[src/rtl/fetch_unit.sv]
// Instruction-fetch stage: issues in-order imem requests from the fetch PC and
// buffers {pc, instr} pairs for decode; EX redirects flush and drop in-flight data.
module fetch_unit #(
  parameter logic [31:0] RESET_PC = 32'h0000_0000,
  parameter int          DEPTH    = 4
) (
  input  logic        clk,
  input  logic        reset_n,
  input  logic        redirect_valid,
  input  logic [31:0] redirect_pc,
  output logic        imem_req_valid,
  input  logic        imem_req_ready,
  output logic [31:0] imem_req_addr,
  input  logic        imem_rsp_valid,
  input  logic [31:0] imem_rsp_data,
  output logic        id_valid,
  input  logic        id_ready,
  output logic [31:0] id_pc,
  output logic [31:0] id_instr,
  output logic [31:0] pc
);

  localparam int AW = $clog2(DEPTH);
  localparam int CW = $clog2(DEPTH + 1);
  localparam logic [CW:0] DEPTH_C = (CW + 1)'(DEPTH);

  logic [31:0]    buf_pc    [DEPTH];
  logic [31:0]    buf_instr [DEPTH];
  logic [DEPTH-1:0] filled;
  logic [AW-1:0]  head;
  logic [AW-1:0]  alloc_ptr;
  logic [AW-1:0]  fill_ptr;
  logic [CW-1:0]  count;
  logic [CW-1:0]  drop_cnt;
  // Allocated entries still waiting for their response; these become drops on redirect.
  logic [CW-1:0]  pending;

  logic req_fire;
  logic rsp_fill;
  logic rsp_drop;
  logic deq;

  // Request/dequeue qualification and head presentation.
  always_comb begin
    imem_req_valid = reset_n & ~redirect_valid &
                     (({1'b0, count} + {1'b0, drop_cnt}) < DEPTH_C);
    imem_req_addr  = pc;
    req_fire       = imem_req_valid & imem_req_ready;
    rsp_drop       = imem_rsp_valid & (drop_cnt != '0);
    rsp_fill       = imem_rsp_valid & (drop_cnt == '0);
    id_valid       = (count != '0) & filled[head] & ~redirect_valid;
    deq            = id_valid & id_ready;
    id_pc          = buf_pc[head];
    id_instr       = buf_instr[head];
  end

  // Control state: PC, pointers, occupancy and drop accounting.
  always_ff @(posedge clk or negedge reset_n) begin
    if (!reset_n) begin
      pc        <= RESET_PC;
      head      <= '0;
      alloc_ptr <= '0;
      fill_ptr  <= '0;
      count     <= '0;
      pending   <= '0;
      drop_cnt  <= '0;
      filled    <= '0;
    end else if (redirect_valid) begin
      pc        <= redirect_pc;
      head      <= '0;
      alloc_ptr <= '0;
      fill_ptr  <= '0;
      count     <= '0;
      pending   <= '0;
      filled    <= '0;
      // A response landing this cycle retires one of the outstanding requests.
      drop_cnt  <= drop_cnt + pending - CW'(imem_rsp_valid);
    end else begin
      if (req_fire) begin
        pc        <= pc + 32'd4;
        alloc_ptr <= alloc_ptr + AW'(1);
      end
      if (rsp_drop) begin
        drop_cnt <= drop_cnt - CW'(1);
      end
      if (rsp_fill) begin
        filled[fill_ptr] <= 1'b1;
        fill_ptr         <= fill_ptr + AW'(1);
      end
      if (deq) begin
        filled[head] <= 1'b0;
        head         <= head + AW'(1);
      end
      count   <= count + CW'(req_fire) - CW'(deq);
      pending <= pending + CW'(req_fire) - CW'(rsp_fill);
    end
  end

  // Buffer payload; validity is tracked by filled/count so no reset is needed.
  always_ff @(posedge clk) begin
    if (req_fire) begin
      buf_pc[alloc_ptr] <= pc;
    end
    if (rsp_fill && !redirect_valid) begin
      buf_instr[fill_ptr] <= imem_rsp_data;
    end
  end

endmodule
[config.mk]
export PLATFORM = sky130hd
export DESIGN_NAME = fetch_unit
export DESIGN_NICKNAME = d
export VERILOG_FILES = /design/src/rtl/fetch_unit.sv
export SDC_FILE = /design/constraint.sdc
export NUM_CORES = 1
export LEC_CHECK = 0
export ABC_CLOCK_PERIOD_IN_PS = 4600
export CORE_MARGIN = 10
export CORE_UTILIZATION = 27
export CTS_CLUSTER_DIAMETER = 80
export DETAILED_ROUTE_END_ITERATION = 6
export PLACE_DENSITY_LB_ADDON = 0.2
export SYNTH_ARGS = -nofsm -noshare
export SYNTH_HDL_FRONTEND = slang
export SYNTH_SLANG_ARGS = --single-unit
[constraint.sdc]
create_clock -name clk -period 4.6 [get_ports clk]
set_input_delay 0.69 -clock clk [delete_from_list [all_inputs] [get_ports clk]]
set_output_delay 0.69 -clock clk [all_outputs]
set_load 0.05 [all_outputs]
==> qor.yml, run 1 <==
period_share_pct: 84.7
gp_congestion: 0.706
p_per_area_nw_per_um2: 439
ys_seq_area_share_pct: 70.8
multi_input_area_um2: 3240
antenna_found_initial: 1
via_count: 7028
period_needed_ns: 3.90
coreArea_um2: 46500
place_hpwl_um: 20400
ys_top_cells_by_area: "edfxtp_1, mux4_2, dfrtp_1"
numClockSinks: 307
cts_hold_buf: 0
r2r_slack_ns: 1.26
p_total_mw: 7.16
setup_viol: 0
synth.avg_cell_area_um2: 17.7
synth_seq_cells: 307
tightest_slew_ns: 1.04
ios: 200
layout.nets: 1002
endpoint_kind: "output port"
grt_pass1_wl_um: 49400
layout-drive-gt1-share_pct: 16.0
numPortBuffers: 199
seqCellArea_um2: 8970
cts-buffers-inserted: 37
diodes: 0
synth_cells: 716
post_cts_resized: 0
fin_skew_ns: 0.0253
num_rows: 79
die-area_um2: 55900
timing.hold.ws_ns: 0.311
die_height_um: 237
crit_fanout: 32
hold_class: "input port to async pin"
cap_viol_max_count: 0
grt_pass1_vias: 7670
htree_num_levels: 2
drtIter0Drc: 509
synth_fp_nets: 813
max_freq_mhz: 257
wire_per_inst_um: 20.9
syn_area_um2: 12700
yosysTopAreaCellShare_pct: 60.7
criticalPathCategory: "register to output port"
remaining_drc_errors: 0
synthTopCellsByCount: "edfxtp_1, mux4_2, dfrtp_1"
area_growth_pct: 28.8
drv_slew: 0
start_kind: "register"
critical_path_arrival_ns: 3.21
finalHoldViolations: 0
tritoncts: "done"
postRouteAntennaNets: 0
yosys_warnings: 0
synthFlopType: "edfxtp_1"
overflow: 0
cts-root-buf: "clkbuf_16"
slew_headroom_pct: 30.4
ys_types: 52
synth-edff-count: 256
status: "completed"
clk-insertion-delay-late_ns: 0.55
finalSetupTns_ns: 0
dieWidth_um: 237
grt_max_degree: 65
ir_worst_vdd_mv: 0.289
required_ns: 3.91
drt-total-wl_um: 32200
vias_per_cell: 4.57
drt_pre_antenna_iters: 4
fin_util_pct: 35.1
fillers: 4447
async_reset_ff_share_pct: 16.6
cts_setup_buffers: 0
static-leakage-power_nw: 5.42
clockBufferDepth: 3
start_util_pct: 27.3
grt_usage_pct: 11.4
rsz0062_at_grt: "false"
synth.most_common_cell: "edfxtp_1"
clk_pin_slew_worst_paths_ns: 0.05
yosysTopAreaCell: "edfxtp_1"
[metrics by stage]
stage,area (um2),setup slack (ns),instances
global route,16300,0.482,1538
detailed placement,15200,1.18,1473
finish,16300,0.702,1538
global placement,15200,1.17,1473
CTS,16300,0.553,1538
floorplan,12700,0.784,716
[worst paths after layout]
check                            startpoint          end  depth (start not counted)
worst max-delay path                head[0]    id_pc[10]                          3
worst min-delay path                reset_n    filled[2]                          2
worst max register to register      head[0]     count[2]                         11
worst min register to register  drop_cnt[2]  drop_cnt[2]                          1
max in group asynchronous           reset_n      head[0]                          2
min in group clk                drop_cnt[2]  drop_cnt[2]                          1
[cells by family (layout without fill, tap and decap cells)]
logic type	count (synthesis)	count (layout)	synth area share [%]
AND/OR/NAND/NOR	138	138	5.93
XOR/XNOR	10	10	0.692
flip-flops	307	307	70.8
AO/OA/AOI/OAI	74	74	3.98
multiplexers	71	71	12.1
buffers and inverters	89	304	3.67
adder cells (fa/ha/maj)	27	27	2.85
[state kept, by name, summed over array words and instances, names as in the netlist]
name and flops:
drop_cnt 3, fill_ptr 2, alloc_ptr 2, buf_instr 128, count 3, pending 3, imem_req_addr 32, filled 4
head 2, buf_pc 128
[area by class of cell]
cell class / instances / area share, %
sequential: 307 / 55.0
multi-input combinational: 320 / 19.9
tap: 607 / 4.66
inverter: 27 / 0.622
clock inverter: 22 / 1.14
timing repair buffer: 212 / 12.8
clock buffer: 43 / 5.88
[critical path: stages, from the launching register on]
cell and delay [ns]:
dfrtp_4 0.88, buf_4 0.43, mux4_2 0.60, clkdlybuf4s50_1 0.74
[power by group]
part	internal, mW	switching (mW)	leakage [nW]
sequential	3.16	0.152	2.95
clock	1.61	1.14	0.558
combinational	0.411	0.683	1.91
[metal layers]
metal,vias up,part of all wire [%],global-route usage [%],wire [um]
li1,3165,-,-,-
met1,3627,43,14.1,13800
met2,193,49,18.8,15700
met4,2,1.9,3.73,617
met5,-,0.053,0,17
met3,41,6.3,3.40,2030
[cell usage in the layout, fill, tap and decap left out, types with 4 or more instances in the layout]
master	n
a211oi_1	4
a21oi_1	12
a221o_1	5
and2_1	6
and2_2	4
and3_1	5
buf_4	12
clkbuf_1	5
clkbuf_16	37
clkdlybuf4s50_1	197
clkinv_1	10
clkinv_2	5
dfrtp_1	49
edfxtp_1	256
ha_1	24
inv_1	26
mux2_2	4
mux4_2	65
nand2_1	40
nand3_1	13
nand4_1	12
nor2_1	23
nor2b_1	6
nor3_1	7
o211ai_1	11
o21ai_0	19
o311ai_0	4
or3_1	5
xnor2_1	7
Note: power is estimated with default switching activity, not from simulation.
==> inputs of run 2 (changes only) <==
--- a/config.mk
+++ b/config.mk
@@ -5,7 +5,7 @@
 export SDC_FILE = /design/constraint.sdc
 export NUM_CORES = 1
 export LEC_CHECK = 0
-export ABC_CLOCK_PERIOD_IN_PS = 4600
+export ABC_CLOCK_PERIOD_IN_PS = 3200
 export CORE_MARGIN = 10
 export CORE_UTILIZATION = 27
 export CTS_CLUSTER_DIAMETER = 80
==> constraint.sdc (replaced) <==
create_clock -name clk -period 3.2 [get_ports clk]
set_input_delay 0.48 -clock clk [delete_from_list [all_inputs] [get_ports clk]]
set_output_delay 0.48 -clock clk [all_outputs]
set_load 0.05 [all_outputs]
==> qor.yml, run 2 (synthesis results as in run 1) <==
status: "completed"  # unchanged
start_kind: "register"  # unchanged
placed_cells: 1484  # was 1473
critPathBufInv: 3  # was 2
ios: 200  # unchanged
finalSetupTns_ns: 0  # unchanged
critical_path_arrival_ns: 2.49  # was 3.21 ns
postRouteAntennaNets: 0  # unchanged
drt-total-wl_um: 32500  # was 32200 um
gp_congestion: 0.699  # was 0.706
final_common_cell: "edfxtp_1"  # unchanged
p_per_area_nw_per_um2: 658  # was 439 nW/um2
dieWidth_um: 237  # unchanged
cts-root-buf: "clkbuf_16"  # unchanged
clockBufferDepth: 3  # unchanged
timing.hold.ws_ns: 0.0747  # was 0.311 ns
cts_setup_buffers: 0  # unchanged
num_rows: 79  # unchanged
slew_headroom_pct: 34.5  # was 30.4%
cts_hold_buf: 0  # unchanged
drt_pre_antenna_iters: 4  # unchanged
start_util_pct: 27.3  # unchanged
crit_path_max_incr_delay_ns: 0.56  # was 0.88 ns
cts-buffers-inserted: 38  # was 37
numClockSinks: 307  # unchanged
hold_class: "input port to async pin"  # unchanged
layout-drive-gt1-share_pct: 21.6  # was 16.0%
htree_num_levels: 2  # unchanged
fin_util_pct: 35.6  # was 35.1%
overflow: 0  # unchanged
finalHoldViolations: 0  # unchanged
place_hpwl_um: 20700  # was 20400 um
crit_path_top_delay_cell: "mux4_2"  # was dfrtp_4
fin_skew_ns: 0.0339  # was 0.0253 ns
ir_worst_vdd_mv: 0.326  # was 0.289 mV
grt_pass1_wl_um: 49000  # was 49400 um
clk-insertion-delay-late_ns: 0.56  # was 0.55 ns
die_height_um: 237  # unchanged
drv_slew: 0  # unchanged
tightest_slew_ns: 0.979  # was 1.04 ns
coreArea_um2: 46500  # unchanged
numPortBuffers: 199  # unchanged
fin_cells: 1555  # was 1538
vias_per_cell: 4.54  # was 4.57
drtIter0Drc: 389  # was 509
endpoint_kind: "output port"  # unchanged
grt_max_degree: 68  # was 65
period_share_pct: 92.7
clk_pin_slew_worst_paths_ns: 0.06  # was 0.05 ns
grt_pass1_vias: 7561  # was 7670
criticalPathCategory: "register to output port"  # unchanged
grt_usage_pct: 11.5  # was 11.4%
antenna_found_initial: 3  # was 1
max_freq_mhz: 337
tritoncts: "done"  # unchanged
via_count: 7062  # was 7028
final_cell_mix: "edfxtp_1, clkdlybuf4s50_1, mux4_2, buf_4, dfrtp_1"  # was edfxtp_1, clkdlybuf4s50_1, mux4_2, dfrtp_1, nand2_1
setup_viol: 0  # unchanged
crit_fanout: 43  # was 32
rsz0062_at_grt: "false"  # unchanged
post_cts_resized: 28  # was 0
critPathTopFamily: "buffers and inverters"  # unchanged
cap_viol_max_count: 0  # unchanged
crit_path_cell_trace: "buf_12 > buf_8 > mux4_2 > buf_4"  # was buf_4 > mux4_2 > clkdlybuf4s50_1
required_ns: 2.72  # was 3.91 ns
area_growth_pct: 30.5  # was 28.8%
fillers: 4427  # was 4447
period_needed_ns: 2.97
remaining_drc_errors: 0  # unchanged
wire_per_inst_um: 20.9  # about the same
static-leakage-power_nw: 5.66  # was 5.42 nW
die-area_um2: 55900  # unchanged
layout.nets: 1014  # was 1002
[run 2: cell types whose count changed in the layout (fill, tap and decap cells not counted), moves of 2 or more]
cell	previous run	this run
dlygate4sd2_1	0	27
clkbuf_16	37	39
buf_12	1	6
buf_4	12	54
clkdlybuf4s50_1	197	133
clkinv_8	2	0
bufinv_16	2	7
[run 2: power by group]
part	internal [mW]	switching [mW]
registers	4.54	0.206
logic	0.581	1.00
clock network	2.81	1.73
total	7.94	2.94
[run 2: worst paths after layout]
check	depth (start not counted)	from	slack, ns	endpoint
min in group clk	2	redirect_valid	0.26	imem_req_addr[0]
setup reg to reg	11	head[0]	0.46	count[2]
hold / removal	2	reset_n	0.07	drop_cnt[2]
setup / recovery	4	head[0]	0.23	id_instr[23]
hold reg to reg	1	drop_cnt[2]	0.55	drop_cnt[2]
max in group asynchronous	2	reset_n	2.54	head[1]
[run 2: worst register-to-register path, cell delays in order, from the launching register on]
cell and delay (ns):
dfrtp_4 0.43, mux4_2 0.51, nor3b_4 0.17, and2_1 0.26, ha_1 0.32, inv_1 0.05
ha_1 0.13, inv_1 0.04, fa_1 0.36, xor2_1 0.17, xnor2_1 0.13, nor2_1 0.05
[run 2: metal layers]
metal | part of all wire (%) | vias to the layer above | GRT usage [%]
met3 | 6.9 | 50 | 3.99
met2 | 47 | 179 | 18.2
li1 | - | 3202 | -
met1 | 43 | 3625 | 14.5
met5 | 0.12 | - | 0
met4 | 2.3 | 6 | 3.57
[run 2: through the flow]
stage | area [um2] | power (mW) | setup slack, ns
6_report | 16500 | 10.9 | 0.234
5_1_grt | 16500 | 11.3 | 0.0479
4_1_cts | 16500 | 11.1 | 0.0233
3_5_place_dp | 15200 | 6.46 | 0.426
3_3_place_gp | 15200 | 6.45 | 0.411
2_1_floorplan | 12700 | 5.87 | 0.117
[run 2: layout make-up]
type	instances	area, um2	share of cell area, %
Antenna cell	1	2.50	0.0151
Clock buffer	43	991	6.00
Clock inverter	27	335	2.03
Inverter	27	101	0.613
Multi-Input combinational cell	320	3250	19.7
Sequential cell	307	8970	54.3
Tap cell	607	759	4.60
Timing Repair Buffer	223	2120	12.8
==> inputs of run 3 (changes only) <==
--- a/config.mk
+++ b/config.mk
@@ -7,8 +7,9 @@
 export LEC_CHECK = 0
 export ABC_CLOCK_PERIOD_IN_PS = 3200
 export CORE_MARGIN = 10
-export CORE_UTILIZATION = 27
+export CORE_UTILIZATION = 45
 export CTS_CLUSTER_DIAMETER = 80
+export CTS_CLUSTER_SIZE = 40
 export DETAILED_ROUTE_END_ITERATION = 6
 export PLACE_DENSITY_LB_ADDON = 0.2
 export SYNTH_ARGS = -nofsm -noshare
==> qor.yml, run 3 (synthesis results as in run 1) <==
status: "completed"  # unchanged
finalHoldViolations: 0  # unchanged
p_per_area_nw_per_um2: 558  # was 658 nW/um2
clk-insertion-delay-late_ns: 0.52  # was 0.56 ns
period_needed_ns: 3.05  # was 2.97 ns
endpoint_kind: "output port"  # unchanged
critPathTopFamily: "buffers and inverters"  # unchanged
worst_slack_ns: 0.150  # was 0.234 ns
pre_cts_slack_ns: 0.324  # was 0.426 ns
max_freq_mhz: 328  # was 337 MHz
numClockSinks: 307  # unchanged
grt_max_degree: 68  # unchanged
critical_path_arrival_ns: 2.57  # was 2.49 ns
static-leakage-power_nw: 5.26  # was 5.66 nW
fin_skew_ns: 0.0454  # was 0.0339 ns
layout.nets: 991  # was 1014
p_total_mw: 8.67  # was 10.9 mW
cts-root-buf: "clkbuf_16"  # unchanged
drt-total-wl_um: 27600  # was 32500 um
ir_worst_vdd_mv: 0.376  # was 0.326 mV
drtIter0Drc: 426  # was 389
die_height_um: 188  # was 237 um
ios: 200  # unchanged
remaining_drc_errors: 0  # unchanged
crit_path_top_delay_cell: "clkdlybuf4s50_1"  # was mux4_2
grt_usage_pct: 15.3  # was 11.5%
htree_num_levels: 1  # was 2
crit_fanout: 21  # was 43
cts_hold_buf: 0  # unchanged
dieWidth_um: 188  # was 237 um
criticalPathCategory: "register to output port"  # unchanged
hold_class: "input port to async pin"  # unchanged
vias_per_cell: 5.35  # was 4.54
wire_per_inst_um: 21.5  # was 20.9 um
cap_viol_max_count: 0  # unchanged
antenna_found_initial: 2  # was 3
crit_path_max_incr_delay_ns: 0.78  # was 0.56 ns
num_rows: 61  # was 79
numPortBuffers: 199  # unchanged
post_cts_resized: 39  # was 28
die-area_um2: 35200  # was 55900 um2
drt_pre_antenna_iters: 6  # was 4
coreArea_um2: 27800  # was 46500 um2
final_cell_mix: "edfxtp_1, clkdlybuf4s50_1, mux4_2, dfrtp_1, nand2_1"  # was edfxtp_1, clkdlybuf4s50_1, mux4_2, buf_4, dfrtp_1
layout-drive-gt1-share_pct: 15.5  # was 21.6%
overflow: 0  # unchanged
cts-buffers-inserted: 15  # was 38
crit_path_cell_trace: "buf_12 > mux4_2 > clkdlybuf4s50_1"  # was buf_12 > buf_8 > mux4_2 > buf_4
cts_setup_buffers: 0  # unchanged
fillers: 2229  # was 4427
place_hpwl_um: 18400  # was 20700 um
grt_pass1_vias: 7188  # was 7561
setup_viol: 0  # unchanged
tightest_slew_ns: 0.703  # was 0.979 ns
grt_pass1_wl_um: 42800  # was 49000 um
via_count: 6849  # was 7062
area_growth_pct: 22.7  # was 30.5%
clockBufferDepth: 3  # unchanged
timing.hold.ws_ns: 0.215  # was 0.0747 ns
start_util_pct: 45.6  # was 27.3%
period_share_pct: 95.3  # was 92.7%
start_kind: "register"  # unchanged
tritoncts: "done"  # unchanged
gp_congestion: 0.774  # was 0.699
drv_slew: 0  # unchanged
postRouteAntennaNets: 0  # unchanged
finalSetupTns_ns: 0  # unchanged
required_ns: 2.72  # about the same
rsz0062_at_grt: "false"  # unchanged
critPathBufInv: 2  # was 3
clk_pin_slew_worst_paths_ns: 0.12  # was 0.06 ns
final_common_cell: "edfxtp_1"  # unchanged
slew_headroom_pct: 53.1  # was 34.5%
==> run 3: changes by cell type in the layout (fill, tap and decap cells not counted), sizes merged <==
cell / change
clkbuf: -28
bufinv: -7
clkdlybuf4s50: +20
dlygate4sd2: +12
inv: +2
clkinvlp: -2
clkinv: -10
buf: -32
==> run 3: path summary, 6_finish.rpt <==
| kind | cells after the start | endpoint | slack [ns] | startpoint |
|---|---|---|---|---|
| max reg2reg | 11 | count[2] | 0.34 | head[0] |
| min reg2reg | 1 | drop_cnt[2] | 0.57 | drop_cnt[2] |
| max in group asynchronous | 2 | head[1] | 2.44 | reset_n |
| min | 2 | imem_req_addr[29] | 0.21 | reset_n |
| max | 3 | id_pc[0] | 0.15 | head[0] |
| min in group clk | 2 | count[2] | 0.28 | redirect_valid |
==> run 3: final cells by class <==
cell class	count	area (um2)	area share, %
Sequential cell	307	8970	57.7
Multi-Input combinational cell	320	3250	20.9
Timing Repair Buffer	223	2200	14.2
Tap cell	378	473	3.04
Clock buffer	15	375	2.42
Clock inverter	10	166	1.07
Inverter	27	101	0.652
Antenna cell	1	2.50	0.0161
==> run 3: metrics by stage <==
| stage | util [%] | std cells | instance area [um2] |
|---|---|---|---|
| final | 55.9 | 1281 | 15500 |
| after global placement | 54.1 | 1255 | 15000 |
| after floorplan | - | 716 | 12700 |
| after global routing | 55.9 | 1281 | 15500 |
| after detailed placement | 54.1 | 1255 | 15000 |
| after CTS | 55.9 | 1280 | 15500 |
==> run 3: report_power, final <==
group          leakage [nW]  total (mW)  internal (mW)  switching [mW]
Clock                 0.258        2.36          0.978            1.38
Combinational          2.05        1.57          0.583           0.989
Sequential             2.95        4.74           4.54           0.201
Total                  5.26        8.67           6.10            2.57
==> run 3: per-layer routing <==
metal  GRT usage, %  part of all wire (%)
met5              0                 0.047
met4           3.88                   2.2
met3           4.04                   6.6
met2           25.3                    48
met1           19.8                    43
